`config.mk`:
```
export PLATFORM = sky130hd
export DESIGN_NAME = spi_master_shifter_flat
export DESIGN_NICKNAME = d
export VERILOG_FILES = /design/src/rtl/spi_master_shifter_if.sv /design/src/rtl/spi_master_shifter.sv /design/src/flat_wrapper.sv
export SDC_FILE = /design/constraint.sdc
export NUM_CORES = 1
export LEC_CHECK = 0
export CAP_MARGIN = 20
export CORE_ASPECT_RATIO = 1.5
export CORE_MARGIN = 2
export CORE_UTILIZATION = 35
export DETAILED_ROUTE_END_ITERATION = 16
export HOLD_SLACK_MARGIN = 0.03
export SETUP_SLACK_MARGIN = 0.15
export SYNTH_ARGS = -nofsm -noshare
export SYNTH_HDL_FRONTEND = slang
export SYNTH_SLANG_ARGS = --single-unit
```
`constraint.sdc`:
```
create_clock -name clk_i -period 6.25 [get_ports clk_i]
set_clock_uncertainty 0.05 [all_clocks]
set_input_delay 1.25 -clock clk_i [delete_from_list [all_inputs] [get_ports clk_i]]
set_output_delay 1.25 -clock clk_i [all_outputs]
set_load 0.01 [all_outputs]
```
`src/rtl/spi_master_shifter_if.sv`:
```
// FIFO-side bundle of the SPI master shifter: TX FIFO read port and RX FIFO
// write port. master = shifter side, slave = FIFO side.
interface spi_master_shifter_if #(
  parameter int DATA_WIDTH = 24
);
  logic [DATA_WIDTH-1:0] tx_data_i;
  logic                  tx_empty_i;
  logic                  tx_rd_o;
  logic [DATA_WIDTH-1:0] rx_data_o;
  logic                  rx_full_i;
  logic                  rx_wr_o;

  modport master (
    input  tx_data_i, tx_empty_i, rx_full_i,
    output tx_rd_o, rx_data_o, rx_wr_o
  );

  modport slave (
    output tx_data_i, tx_empty_i, rx_full_i,
    input  tx_rd_o, rx_data_o, rx_wr_o
  );
endinterface

```
`src/rtl/spi_master_shifter.sv`:
```
// SPI mode-0 master shift engine between TX FIFO read and RX FIFO write.
// Ports: clk_i, rst_i (sync, high), en_i, fifo (FIFO bundle, master),
//   sclk_o, mosi_o, miso_i, cs_n_o, busy_o, rx_ovf_o (sticky), ovf_clr_i.
module spi_master_shifter #(
  parameter int DATA_WIDTH = 24,
  parameter int CLK_DIV    = 4
) (
  input  logic                clk_i,
  input  logic                rst_i,
  input  logic                en_i,
  spi_master_shifter_if.master fifo,
  output logic                sclk_o,
  output logic                mosi_o,
  input  logic                miso_i,
  output logic                cs_n_o,
  output logic                busy_o,
  output logic                rx_ovf_o,
  input  logic                ovf_clr_i
);
  localparam int DW  = DATA_WIDTH;
  localparam int HCW = (CLK_DIV > 1) ? $clog2(CLK_DIV) : 1;
  localparam int HPW = $clog2(2 * DW);

  localparam logic [HCW-1:0] HC_LAST = HCW'(CLK_DIV - 1);
  localparam logic [HPW-1:0] HP_LAST = HPW'(2 * DW - 1);
  localparam logic [HPW-1:0] HP_LFALL = HPW'(2 * DW - 2);

  typedef enum logic [2:0] {
    IDLE, FETCH, LOAD, SETUP, SHIFT, PUSH, GAP
  } state_t;

  state_t          state;
  logic [HCW-1:0]  hc;
  logic [HPW-1:0]  hp;
  logic [DW-1:0]   shreg;
  logic [DW-1:0]   rxreg;

  // shreg holds the bits still to be sent, already aligned so that its
  // MSB is the next mosi_o value at the coming falling edge.
  always_ff @(posedge clk_i) begin
    if (rst_i) begin
      state          <= IDLE;
      hc             <= '0;
      hp             <= '0;
      shreg          <= '0;
      rxreg          <= '0;
      fifo.tx_rd_o   <= 1'b0;
      fifo.rx_wr_o   <= 1'b0;
      fifo.rx_data_o <= '0;
      sclk_o         <= 1'b0;
      mosi_o         <= 1'b0;
      cs_n_o         <= 1'b1;
      busy_o         <= 1'b0;
      rx_ovf_o       <= 1'b0;
    end else begin
      fifo.tx_rd_o <= 1'b0;
      fifo.rx_wr_o <= 1'b0;
      if (ovf_clr_i) rx_ovf_o <= 1'b0;
      unique case (state)
        IDLE: begin
          if (en_i && !fifo.tx_empty_i) begin
            state        <= FETCH;
            fifo.tx_rd_o <= 1'b1;
            busy_o       <= 1'b1;
            hc           <= '0;
          end
        end
        FETCH: begin
          state <= LOAD;
          hc    <= '0;
        end
        LOAD: begin
          shreg  <= {fifo.tx_data_i[DW-2:0], 1'b0};
          mosi_o <= fifo.tx_data_i[DW-1];
          cs_n_o <= 1'b0;
          hc     <= '0;
          state  <= SETUP;
        end
        SETUP: begin
          if (hc == HC_LAST) begin
            hc     <= '0;
            hp     <= '0;
            sclk_o <= 1'b1;
            rxreg  <= {rxreg[DW-2:0], miso_i};
            state  <= SHIFT;
          end else begin
            hc <= hc + 1'b1;
          end
        end
        SHIFT: begin
          if (hc == HC_LAST) begin
            hc <= '0;
            if (hp == HP_LAST) begin
              state <= PUSH;
            end else begin
              hp     <= hp + 1'b1;
              sclk_o <= ~sclk_o;
              if (sclk_o) begin
                // falling edge; the last one only parks sclk low
                if (hp != HP_LFALL) begin
                  mosi_o <= shreg[DW-1];
                  shreg  <= {shreg[DW-2:0], 1'b0};
                end
              end else begin
                rxreg <= {rxreg[DW-2:0], miso_i};
              end
            end
          end else begin
            hc <= hc + 1'b1;
          end
        end
        PUSH: begin
          if (!fifo.rx_full_i) begin
            fifo.rx_wr_o   <= 1'b1;
            fifo.rx_data_o <= rxreg;
          end else begin
            rx_ovf_o <= 1'b1;
          end
          cs_n_o <= 1'b1;
          hc     <= '0;
          state  <= GAP;
        end
        GAP: begin
          if (hc == HC_LAST) begin
            hc <= '0;
            if (en_i && !fifo.tx_empty_i) begin
              state        <= FETCH;
              fifo.tx_rd_o <= 1'b1;
            end else begin
              state  <= IDLE;
              busy_o <= 1'b0;
            end
          end else begin
            hc <= hc + 1'b1;
          end
        end
        default: state <= IDLE;
      endcase
    end
  end
endmodule

```
`src/flat_wrapper.sv`:
```
// flat-port wrapper written by rule: the top's interface ports become plain ports
module spi_master_shifter_flat 
#(
  parameter int DATA_WIDTH = 24,
  parameter int CLK_DIV    = 4
)
  (clk_i, rst_i, en_i, sclk_o, mosi_o, miso_i, cs_n_o, busy_o, rx_ovf_o, ovf_clr_i, fifo_tx_data_i, fifo_tx_empty_i, fifo_rx_full_i, fifo_tx_rd_o, fifo_rx_data_o, fifo_rx_wr_o);
  spi_master_shifter_if #(.DATA_WIDTH(DATA_WIDTH)) fifo_i ();
  input  logic clk_i;
  input  logic rst_i;
  input  logic en_i;
  output logic sclk_o;
  output logic mosi_o;
  input  logic miso_i;
  output logic cs_n_o;
  output logic busy_o;
  output logic rx_ovf_o;
  input  logic ovf_clr_i;
  input wire logic [$bits(fifo_i.tx_data_i)-1:0] fifo_tx_data_i;
  input wire logic [$bits(fifo_i.tx_empty_i)-1:0] fifo_tx_empty_i;
  input wire logic [$bits(fifo_i.rx_full_i)-1:0] fifo_rx_full_i;
  output wire logic [$bits(fifo_i.tx_rd_o)-1:0] fifo_tx_rd_o;
  output wire logic [$bits(fifo_i.rx_data_o)-1:0] fifo_rx_data_o;
  output wire logic [$bits(fifo_i.rx_wr_o)-1:0] fifo_rx_wr_o;
  assign fifo_i.tx_data_i = fifo_tx_data_i;
  assign fifo_i.tx_empty_i = fifo_tx_empty_i;
  assign fifo_i.rx_full_i = fifo_rx_full_i;
  assign fifo_tx_rd_o = fifo_i.tx_rd_o;
  assign fifo_rx_data_o = fifo_i.rx_data_o;
  assign fifo_rx_wr_o = fifo_i.rx_wr_o;
  spi_master_shifter #(.DATA_WIDTH(DATA_WIDTH), .CLK_DIV(CLK_DIV)) u_core (.clk_i(clk_i), .rst_i(rst_i), .en_i(en_i), .fifo(fifo_i), .sclk_o(sclk_o), .mosi_o(mosi_o), .miso_i(miso_i), .cs_n_o(cs_n_o), .busy_o(busy_o), .rx_ovf_o(rx_ovf_o), .ovf_clr_i(ovf_clr_i));
endmodule
```
==> flow_metrics.env <==
export IMPL_relSlewSlack_pct=32.2
export IMPL_syn_area_um2=3910
export IMPL_power_switching_uw=301
export IMPL_p_per_area_nw_per_um2=265
export IMPL_die_h_um=133
export IMPL_ir_drop_mv=0.142
export IMPL_viasPerCell=5.04
export IMPL_hold_buffers=0
export IMPL_grt_overflow=0
export IMPL_syn_inst=411
export IMPL_whs_ns=0.402
export IMPL_final_common_cell="dfxtp_1"
export IMPL_worstPathArrival_ns=2.85
export IMPL_status="finished, final reports clean"
export IMPL_drv_slew=0
export IMPL_clk_latency_ns=0.34
export IMPL_row_count=47
export IMPL_start_util_pct=35.7
export IMPL_async_flop_share_pct=0
export IMPL_rsz0062_at_grt="false"
export IMPL_reg2reg_from="u_core.state[2]"
export IMPL_insertedDiodeCount=0
export IMPL_grt_pass1_vias=3022
export IMPL_endpoint_kind="register"
export IMPL_setup_violations_final=0
export IMPL_syn_avg_cell_area_um2=9.51
export IMPL_reg2regPathDepth=4
export IMPL_synth_distinct_cells=40
export IMPL_synth_edf_count=0
export IMPL_ant_nets=0
export IMPL_regArea_um2=1780
export IMPL_drc=0
export IMPL_vias=3052
export IMPL_clockBufferDepth=2
export IMPL_dpl_cell_count=589
export IMPL_power_frac_clock_pct=44.9
export IMPL_layout_cells_most_common_list="dfxtp_1, clkdlybuf4s50_1, nand2_1, mux2i_1, a21oi_1"
export IMPL_grt_usage_pct=14.5
export IMPL_fin_tns_setup_ns=0
export IMPL_ctsResizeCount=0
export IMPL_synth_nets=445
export IMPL_final_hold_violation_count=0
export IMPL_globalplace_congestion=0.717
export IMPL_holdPathStages=2
export IMPL_timing_hold_worst_class="register to register"
export IMPL_drive_gt1_share_pct=10.5
export IMPL_cp_required_ns=6.38
export IMPL_totalWireLength_um=8330
export IMPL_synth_seq_area_share_pct=45.6
export IMPL_numPortBuffers=61
export IMPL_htreeDepth=3
export IMPL_final_nets=487
export IMPL_placed_area_um2=4580
export IMPL_intPower_uw=998
export IMPL_worst_pin_slew_ns=1.02
export IMPL_p_comb_share_pct=8.8
export IMPL_grt_start_max_net_pins=62
export IMPL_grt_pass1_wl_um=14400
export IMPL_yosys_register_bits=89
export IMPL_numCtsBuffers=9
export IMPL_startpoint_type="input pin"
export IMPL_cts_setup_buffers=0
export IMPL_antenna_found_initial=0
export IMPL_p_leak_uw=0.00151
export IMPL_setup_ws_ns=3.53
export IMPL_multi_input_area_um2=1950
export IMPL_seq_power_share_pct=46.3
export IMPL_io_pins=62
export IMPL_crit_path_end="u_core.fifo.rx_data_o[21]"
export IMPL_design_die_area_um2=12000
export IMPL_p_sw_share_pct=23.2
export IMPL_post_route_period_util_pct=43.5
export IMPL_drt_iter0_markers=142
export IMPL_final_cell_count_no_fill=605
export IMPL_yosys_warnings=0
export IMPL_worstPathMaxFanout=25
export IMPL_clk_pin_slew_ns=0.07
export IMPL_cts_sinks=89
export IMPL_die_w_um=90.3
export IMPL_hpwl_um=5490
export IMPL_max_freq_mhz=368
export IMPL_firstDrtPassIters=4
export IMPL_cts_root_buf="clkbuf_16"
export IMPL_cap_violations=0
export IMPL_worstSetupStartpoint="fifo_rx_full_i"
export IMPL_core_area_um2=10900
export IMPL_cts_tree="done"
export IMPL_criticalPathCategory="input pin to register"
export IMPL_reg2reg_to="u_core.shreg[22]"
export IMPL_wl_per_cell_um=13.8
export IMPL_synth_ff_type="dfxtp_1"
export IMPL_r2r_slack_ns=3.70
export IMPL_pre_cts_ws_ns=3.14
export IMPL_syn_to_final_growth_pct=25.5
export IMPL_final_area_um2=4900
export IMPL_nFillCells=1110
export IMPL_fin_crit_ns=2.72
[metrics by stage]
stage | power (µW) | util (%)
6_report | 1300 | 44.8
5_1_grt | 1350 | 44.8
4_1_cts | 1320 | 44.8
3_5_place_dp | 730 | 41.8
3_3_place_gp | 727 | 41.8
2_1_floorplan | 695 | -
[layout make-up]
type / count / area share [%]
repair buffers: 66 / 13.1
clock buffers: 9 / 4.59
multi-input cells: 283 / 39.8
flip-flops and latches: 89 / 36.3
inverters: 4 / 0.306
clock inverters: 7 / 2.07
well taps: 147 / 3.75
[cell usage after synthesis (2+ instances only)]
| library cell | number | area, µm² |
|---|---|---|
| clkbuf_1 | 25 | 93.8 |
| o21ai_0 | 4 | 20.0 |
| nand2b_1 | 30 | 188 |
| buf_2 | 6 | 30.0 |
| o211ai_1 | 2 | 15.0 |
| dfxtp_1 | 89 | 1780 |
| nor3b_1 | 3 | 22.5 |
| o22a_1 | 2 | 17.5 |
| nor2_1 | 12 | 45.0 |
| a211oi_2 | 20 | 250 |
| a211oi_1 | 5 | 37.5 |
| a31oi_1 | 26 | 163 |
| inv_1 | 3 | 11.3 |
| buf_6 | 4 | 45.0 |
| nand2_1 | 57 | 214 |
| a21oi_1 | 32 | 160 |
| nand3_1 | 11 | 55.1 |
| nor3_1 | 4 | 20.0 |
| or4_1 | 2 | 15.0 |
| mux2i_1 | 49 | 490 |
| a32oi_1 | 2 | 17.5 |
| ha_1 | 3 | 37.5 |
| nand3b_1 | 3 | 22.5 |
[worst min path at each step]
stage	from	to	slack, ns
after floorplan	u_core.rxreg[0]	u_core.fifo.rx_data_o[0]	0.38
after global placement	u_core.rxreg[0]	u_core.fifo.rx_data_o[0]	0.39
after detailed placement	u_core.fifo.rx_data_o[2]	u_core.fifo.rx_data_o[2]	0.40
after CTS	u_core.fifo.rx_data_o[2]	u_core.fifo.rx_data_o[2]	0.41
after global routing	u_core.rxreg[12]	u_core.fifo.rx_data_o[12]	0.43
final	u_core.rxreg[2]	u_core.fifo.rx_data_o[2]	0.40
[critical path: stages]
cell,delay [ns]
clkdlybuf4s50_1,0.45
nand3b_1,0.78
nand2_1,0.28
a21oi_1,0.09
[kinds of logic after synthesis]
logic type	count (synthesis)	share of synthesized area (%)
adders and majority gates	3	0.961
buffers and inverters	39	4.71
muxes	49	12.6
AOI/OAI and AO/OA	102	19.7
DFF	89	45.6
and+or+nand+nor	129	16.5
[power by group through the flow]
stage	clock network (µW)	logic, µW	registers [µW]
floorplan	0	86.4	609
global placement	0	113	614
detailed placement	0	115	615
CTS	601	116	602
global route	623	126	604
finish	584	114	602
[registers in the layout (all words and copies together) (netlist names), 2 cells and up]
name	flops
u_core.rxreg	24
u_core.state	3
u_core.shreg	23
u_core.hc	2
u_core.hp	6
u_core.fifo.rx_data_o	24
[routing by layer]
metal,global-route usage [%],routed length [µm],vias to the layer above
li1,-,-,1554
met1,17.4,3640,1438
met2,25.2,4290,47
met3,2.71,255,13
met4,6.67,141,0
met5,0,0,-
(Power assumes the default switching activity.)
